==> src/rtl/ps2_pkg.sv <==
// ps2_pkg
// Shared definitions for the PS/2 host receiver: the frame FSM state
// encoding and the fixed PS/2 frame constants.
package ps2_pkg;

   typedef enum logic [1:0] {
      IDLE   = 2'd0,
      DATA   = 2'd1,
      PARITY = 2'd2,
      STOP   = 2'd3
   } ps2_state_t;

   localparam logic PS2_START_BIT = 1'b0;
   localparam logic PS2_STOP_BIT  = 1'b1;
   localparam int   PS2_DATA_BITS = 8;

endpackage

==> src/rtl/ps2_line_filter.sv <==
// ps2_line_filter
// Brings the asynchronous PS/2 lines into the core clock domain. Both lines
// get a 2-FF synchroniser; the clock line additionally passes through a
// FILTER_LEN-sample glitch filter that produces a falling-edge strobe.
//
// Ports:
//   clk         core clock
//   reset_n     asynchronous active-low reset
//   ps2_clk_in  raw PS/2 clock line (idle high)
//   ps2_data_in raw PS/2 data line (idle high)
//   data_sync   synchronised data line
//   fall        one-cycle strobe when the filtered clock goes 1 -> 0
module ps2_line_filter #(
   parameter int FILTER_LEN = 8
) (
   input  logic clk,
   input  logic reset_n,
   input  logic ps2_clk_in,
   input  logic ps2_data_in,
   output logic data_sync,
   output logic fall
);

   logic [1:0]            clk_meta_reg;
   logic [1:0]            data_meta_reg;
   logic [FILTER_LEN-1:0] hist_reg;
   logic                  filt_reg;
   logic                  all_low;
   logic                  all_high;

   assign all_low  = ~|hist_reg;
   assign all_high = &hist_reg;

   // The strobe is raised in the cycle the filtered level is about to drop,
   // so the FSM sees it on the same edge that clears filt_reg.
   assign fall      = filt_reg & all_low;
   assign data_sync = data_meta_reg[1];

   always_ff @(posedge clk or negedge reset_n) begin
      if (!reset_n) begin
         clk_meta_reg  <= 2'b11;
         data_meta_reg <= 2'b11;
         hist_reg      <= '1;
         filt_reg      <= 1'b1;
      end else begin
         clk_meta_reg  <= {clk_meta_reg[0], ps2_clk_in};
         data_meta_reg <= {data_meta_reg[0], ps2_data_in};
         hist_reg      <= {hist_reg[FILTER_LEN-2:0], clk_meta_reg[1]};
         // Level only moves when the whole history agrees; mixed history holds.
         if (all_low) begin
            filt_reg <= 1'b0;
         end else if (all_high) begin
            filt_reg <= 1'b1;
         end
      end
   end

endmodule

==> src/rtl/ps2_host_rx.sv <==
// ps2_host_rx
// PS/2 host-side receiver. Decodes 11-bit frames (start, 8 data LSB first,
// odd parity, stop) from the filtered PS/2 clock and buffers good bytes in a
// first-word-fall-through FIFO.
//
// Ports:
//   clk, reset_n     core clock, asynchronous active-low reset
//   ps2_clk_in       PS/2 clock line
//   ps2_data_in      PS/2 data line
//   rd               pop the FIFO head (ignored when empty)
//   dout             FIFO head byte, 8'h00 while empty
//   empty            FIFO holds no bytes
//   overflow         sticky, a good byte was dropped on a full FIFO
//   parity_err       one-cycle pulse on odd-parity failure
//   frame_err        one-cycle pulse on bad stop bit or inter-edge timeout
//   busy             receiver is inside a frame
module ps2_host_rx
   import ps2_pkg::*;
#(
   parameter int FILTER_LEN = 8,
   parameter int TIMEOUT    = 20000,
   parameter int FIFO_BITS  = 3
) (
   input  logic       clk,
   input  logic       reset_n,
   input  logic       ps2_clk_in,
   input  logic       ps2_data_in,
   input  logic       rd,
   output logic [7:0] dout,
   output logic       empty,
   output logic       overflow,
   output logic       parity_err,
   output logic       frame_err,
   output logic       busy
);

   localparam int DEPTH = 2 ** FIFO_BITS;
   localparam int TW    = $clog2(TIMEOUT + 1);

   logic data_sync;
   logic fall;

   ps2_line_filter #(
      .FILTER_LEN (FILTER_LEN)
   ) u_filter (
      .clk         (clk),
      .reset_n     (reset_n),
      .ps2_clk_in  (ps2_clk_in),
      .ps2_data_in (ps2_data_in),
      .data_sync   (data_sync),
      .fall        (fall)
   );

   // ---------------- frame FSM ----------------
   ps2_state_t      state_reg;
   logic [2:0]      bit_cnt_reg;
   logic [7:0]      shift_reg;
   logic            par_acc_reg;
   logic            par_ok_reg;
   logic [TW-1:0]   to_cnt_reg;
   logic            perr_reg;
   logic            ferr_reg;
   logic            push;
   logic            timeout_hit;

   // A good frame is pushed straight from the shift register on the stop edge.
   assign push = (state_reg == STOP) && fall &&
                 (data_sync == PS2_STOP_BIT) && par_ok_reg;

   // Counter holds TIMEOUT-1 during the TIMEOUT-th cycle after the edge that
   // closes the last fall cycle; the abort lands on the following edge.
   assign timeout_hit = (state_reg != IDLE) && !fall &&
                        (to_cnt_reg == TW'(TIMEOUT - 1));

   always_ff @(posedge clk or negedge reset_n) begin
      if (!reset_n) begin
         state_reg   <= IDLE;
         bit_cnt_reg <= '0;
         shift_reg   <= '0;
         par_acc_reg <= 1'b1;
         par_ok_reg  <= 1'b0;
         to_cnt_reg  <= '0;
         perr_reg    <= 1'b0;
         ferr_reg    <= 1'b0;
      end else begin
         perr_reg <= 1'b0;
         ferr_reg <= 1'b0;

         if (state_reg == IDLE || fall) begin
            to_cnt_reg <= '0;
         end else begin
            to_cnt_reg <= to_cnt_reg + 1'b1;
         end

         case (state_reg)
            IDLE: begin
               // A fall with data high is a stray edge and is ignored.
               if (fall && data_sync == PS2_START_BIT) begin
                  state_reg   <= DATA;
                  bit_cnt_reg <= '0;
                  par_acc_reg <= 1'b1;
               end
            end
            DATA: begin
               if (fall) begin
                  shift_reg   <= {data_sync, shift_reg[7:1]};
                  par_acc_reg <= par_acc_reg ^ data_sync;
                  bit_cnt_reg <= bit_cnt_reg + 1'b1;
                  if (bit_cnt_reg == 3'(PS2_DATA_BITS - 1)) begin
                     state_reg <= PARITY;
                  end
               end
            end
            PARITY: begin
               if (fall) begin
                  par_ok_reg <= (data_sync == par_acc_reg);
                  state_reg  <= STOP;
               end
            end
            STOP: begin
               if (fall) begin
                  // Framing failure takes precedence over a parity failure.
                  if (data_sync != PS2_STOP_BIT) begin
                     ferr_reg <= 1'b1;
                  end else if (!par_ok_reg) begin
                     perr_reg <= 1'b1;
                  end
                  state_reg <= IDLE;
               end
            end
            default: state_reg <= IDLE;
         endcase

         if (timeout_hit) begin
            state_reg <= IDLE;
            ferr_reg  <= 1'b1;
            shift_reg <= '0;
         end
      end
   end

   assign busy       = (state_reg != IDLE);
   assign parity_err = perr_reg;
   assign frame_err  = ferr_reg;

   // ---------------- FWFT FIFO ----------------
   // Small enough for distributed storage, read combinationally so the head
   // byte is visible the cycle after it is written.
   logic [7:0]           mem [0:DEPTH-1];
   logic [FIFO_BITS-1:0] wr_ptr_reg;
   logic [FIFO_BITS-1:0] rd_ptr_reg;
   logic [FIFO_BITS:0]   count_reg;
   logic                 overflow_reg;
   logic                 full;
   logic                 rd_en;
   logic                 wr_en;

   assign empty = (count_reg == '0);
   // count never exceeds DEPTH, so its MSB alone marks full.
   assign full  = count_reg[FIFO_BITS];
   assign rd_en = rd && !empty;
   // On a full FIFO a same-cycle pop frees the slot the push needs.
   assign wr_en = push && (!full || rd_en);

   always_ff @(posedge clk) begin
      if (wr_en) begin
         mem[wr_ptr_reg] <= shift_reg;
      end
   end

   always_ff @(posedge clk or negedge reset_n) begin
      if (!reset_n) begin
         wr_ptr_reg   <= '0;
         rd_ptr_reg   <= '0;
         count_reg    <= '0;
         overflow_reg <= 1'b0;
      end else begin
         if (wr_en) begin
            wr_ptr_reg <= wr_ptr_reg + 1'b1;
         end
         if (rd_en) begin
            rd_ptr_reg <= rd_ptr_reg + 1'b1;
         end
         case ({wr_en, rd_en})
            2'b10:   count_reg <= count_reg + 1'b1;
            2'b01:   count_reg <= count_reg - 1'b1;
            default: count_reg <= count_reg;
         endcase
         if (push && !wr_en) begin
            overflow_reg <= 1'b1;
         end
      end
   end

   assign dout     = empty ? 8'h00 : mem[rd_ptr_reg];
   assign overflow = overflow_reg;

endmodule

==> config.mk <==
export PLATFORM = sky130hd
export DESIGN_NAME = ps2_host_rx
export DESIGN_NICKNAME = d
export VERILOG_FILES = /design/src/rtl/ps2_pkg.sv /design/src/rtl/ps2_line_filter.sv /design/src/rtl/ps2_host_rx.sv
export SDC_FILE = /design/constraint.sdc
export NUM_CORES = 1
export LEC_CHECK = 0
export ABC_AREA = 1
export CORE_ASPECT_RATIO = 1.75
export CORE_MARGIN = 2
export CORE_UTILIZATION = 45
export DETAILED_ROUTE_END_ITERATION = 10
export HOLD_SLACK_MARGIN = 0.06
export PLACE_DENSITY = 0.62
export SYNTH_ARGS = -nofsm -noshare
export SYNTH_HDL_FRONTEND = slang
export SYNTH_SLANG_ARGS = --single-unit
==> constraint.sdc <==
create_clock -name clk -period 2.3 [get_ports clk]
set_input_delay 0.46 -clock clk [delete_from_list [all_inputs] [get_ports clk]]
set_output_delay 0.46 -clock clk [all_outputs]
set_load 0.01 [all_outputs]
==> summary.md <==
| Metric | Value |
|---|---|
| Status | `finished clean` |
| Synth warnings | `0` |
| Worst hold slack | `0.06661 ns` |
| TritonCTS Buffers | `17` |
| Pwr dens | `1141 nW/um^2` |
| Fmax | `452.2 MHz` |
| Nets | `550` |
| Filler Cell Count | `935` |
| Seq pwr share | `35.5%` |
| CP cell instances | `inv_1 > nand4_1 > buf_6 > inv_1 > clkdlybuf4s50_1` |
| Peak fanout along the critical path | `4` |
| Post-synthesis cell type count | `33` |
| H-tree levels | `4` |
| Largest family of logic cells by synthesized area | `simple AND/OR/NAND/NOR gates` |
| Setup tns final | `0 ns` |
| WS Path Type | `register to output pin` |
| Post-route DRC | `0` |
| Slowest stage delay, CP | `0.52 ns` |
| Worst-Skew Late Latency | `0.40 ns` |
| Peak supply drop | `1.134 mV` |
| Min Tclk post-route | `2.211 ns` |
| Post-synth EDFFs | `64` |
| Switching power share of the total | `30.28%` |
| Clock-pin slew on the worst setup and hold paths | `0.05 ns` |
| Root buffer cell | `clkbuf_16` |
| Clock buffer depth | `2` |
| Largest net degree at the start of global routing | `29` |
| Worst Setup Start Kind | `register` |
| IO Port Bufs | `17` |
| Synth Area in XOR/XNOR | `1.692%` |
| Sequential area share after synthesis | `64.52%` |
| WP data arrival | `1.75 ns` |
| Global-route wire length before repair | `17,030 um` |
| Net Switching | `2.176 mW` |
| Area post-placement | `5660 um^2` |
| Post-synth ARST share | `46.67%` |
| Area fraction in compound gates after synthesis | `10.44%` |
| Logic pwr share | `27.1%` |
| Most frequent cells in the layout | `81 x nor2_1, 64 x edfxtp_1, 53 x nand2_1` |
| RD Place Congestion | `0.8689` |
| # diodes | `0` |
| Synth Cell Area | `5177 um^2` |
| DR vias/cell | `5.222` |
| Height of the die | `145.9 um` |
| R2r endpoint | `count_reg[2]$_DFFE_PN0P_` |
| # hold bufs at CTS | `0` |
| Hold WC Path Type | `primary input to async pin` |
| Synthesized flop and latch total | `120` |
| DR vias | `3,535` |
| CORE AREA | `11,170 um^2` |
| Synth top area cells | `edfxtp_1 37%, dfrtp_1 20%, dfstp_2 7.1%` |
| TritonCTS clock tree | `yes` |
| Drt initial violations | `183` |
| Final Hold Vio Count | `0` |
| Critical register-to-register path startpoint | `count_reg[1]$_DFFE_PN0P_` |
| Slowest cell on crit path | `clkdlybuf4s50_1` |
| Global route overflow | `0` |
| Pint | `5.009 mW` |
| Layout cells sized above 1 | `18.53%` |
| Critical path required time | `1.84 ns` |
| Die area | `12,410 um^2` |
| Total Wirelength | `10,010 um` |
| Post-Synthesis Cells | `483` |
| Clock sink count | `120` |
| Post-Synth Simple-Gate Area | `15.44%` |
| Syn avg cell area | `10.72 um^2` |
| Layout area overhead | `21.65%` |
| Max-Cap Viols | `0` |
| Fin crit share | `96.14%` |
| Main synth FF type | `edfxtp_1` |
| Drt pass-1 iters | `6` |
| Hpwl dp | `6759 um` |
| Post-Synth Adder-Cell Area | `3.142%` |
| Critical path capture point type | `output pin` |
| Post-Syn Nets | `501` |
| Pleak | `2.459 nW` |
| Mux contribution to synthesized area | `0%` |
| Crit path top cell by count | `inv_1` |
| Synth area leader | `edfxtp_1` |
| R2R Setup Slk | `0.18 ns` |
| Tot GR Track Use | `17.54%` |
| Vias in the first global route | `3,675` |
| Clock power share | `37.3%` |
| Final Max Tran Viols | `0` |
| Num ports | `18` |
| Number of flip-flops in the largest register | `64` |
| Most common cell after layout, fill and taps aside | `nor2_1` |
| Slew HR | `59.15%` |
| Die width | `85.09 um` |
| WL/cell | `14.78 um` |
| Initial Util | `46.36%` |
| Final Cell Area | `6299 um^2` |
| Final ANT Viol Nets | `0` |
| Setup Skew | `0.006421 ns` |
| Worst-Margin Slew | `0.6127 ns` |
| R2R depth | `12` |
| Initial antenna violation count | `0` |
| Rows | `51` |
| Yosys top cell area share | `37.12%` |
| Final setup viols | `0` |
==> cell usage after synthesis, drive strengths merged (2+ instances only) <==
| cell type | instances |
|---|---|
| inv | 46 |
| nand2 | 56 |
| o21ai | 69 |
| nor2 | 88 |
| ha | 13 |
| a21oi | 14 |
| a31oi | 8 |
| o211ai | 5 |
| xnor2 | 2 |
| nand4 | 8 |
| clkbuf | 8 |
| edfxtp | 64 |
| dfrtp | 42 |
| dfstp | 14 |
| or2 | 2 |
| xor2 | 8 |
| nor3 | 14 |
| buf | 6 |
| o21a | 2 |
| nand3 | 11 |
==> logic make-up (layout without fill, tap and decap cells) <==
logic type,count (synthesis),in the layout
XOR/XNOR,10,10
AND/OR/NAND/NOR,179,179
buffers and inverters,61,123
adder cells (fa/ha/maj),13,13
flip-flops,120,120
AO/OA/AOI/OAI,100,100
==> repair_timing <==
item	4_1_cts	5_1_grt
gates cloned	1	0
pin swaps	6	5
gates resized for setup	46	17
setup buffers	2	3
endpoints found under the setup margin	9	11
==> layer usage <==
layer	share of wire [%]	GRT usage, %	up-vias	routed length (um)
met5	0	0	-	0
met4	2.5	7.460	0	248
met3	3.1	4.821	22	315
met2	56	32.07	68	5632
met1	38	18.37	1708	3808
li1	-	-	1737	-
==> power groups by stage <==
stage / clock network, mW / registers (mW) / logic [mW]
6_report: 2.68 / 2.55 / 1.95
5_1_grt: 2.82 / 2.57 / 2.20
4_1_cts: 2.74 / 2.55 / 2.03
3_5_place_dp: 0 / 2.58 / 1.97
3_3_place_gp: 0 / 2.57 / 1.93
2_1_floorplan: 0 / 2.54 / 1.21
==> area by class of cell <==
cell class | instances | area (um^2) | area share [%]
sequential | 120 | 3343 | 53.08
inverter | 47 | 176.4 | 2.801
clock inverter | 14 | 181.4 | 2.880
timing repair buffer | 44 | 387.9 | 6.158
multi-input combinational | 302 | 1615 | 25.65
tap | 132 | 165.2 | 2.622
clock buffer | 18 | 429.2 | 6.814
==> how the worst max path moves through the flow <==
stage,start,end
after CTS,rd_ptr_reg[0]$_DFFE_PN0P_,dout[4]
after detailed placement,rd,count_reg[2]$_DFFE_PN0P_
final,count_reg[1]$_DFFE_PN0P_,empty
after global routing,count_reg[1]$_DFFE_PN0P_,count_reg[2]$_DFFE_PN0P_
after floorplan,u_filter.hist_reg[5]$_DFF_PN1_,count_reg[2]$_DFFE_PN0P_
after global placement,rd,count_reg[2]$_DFFE_PN0P_
==> per-stage QoR <==
stage / power (mW) / instances / util, % / setup WS (ns)
finish: 7.185 / 677 / 56.40 / 0.08883
global route: 7.596 / 677 / 56.40 / -0.001273
CTS: 7.320 / 676 / 56.35 / -0.06121
detailed placement: 4.552 / 641 / 50.69 / -0.1093
global placement: 4.500 / 641 / 50.69 / -0.03864
floorplan: 3.751 / 483 / - / 0.1027
==> worst max-delay path, delay by kind of cell, from the launching register on <==
family        cells  cell delay (ns)
buf+inv           4             0.79
flops             1             0.44
simple gates      1             0.12
Note: power is estimated with default switching activity, not from simulation.
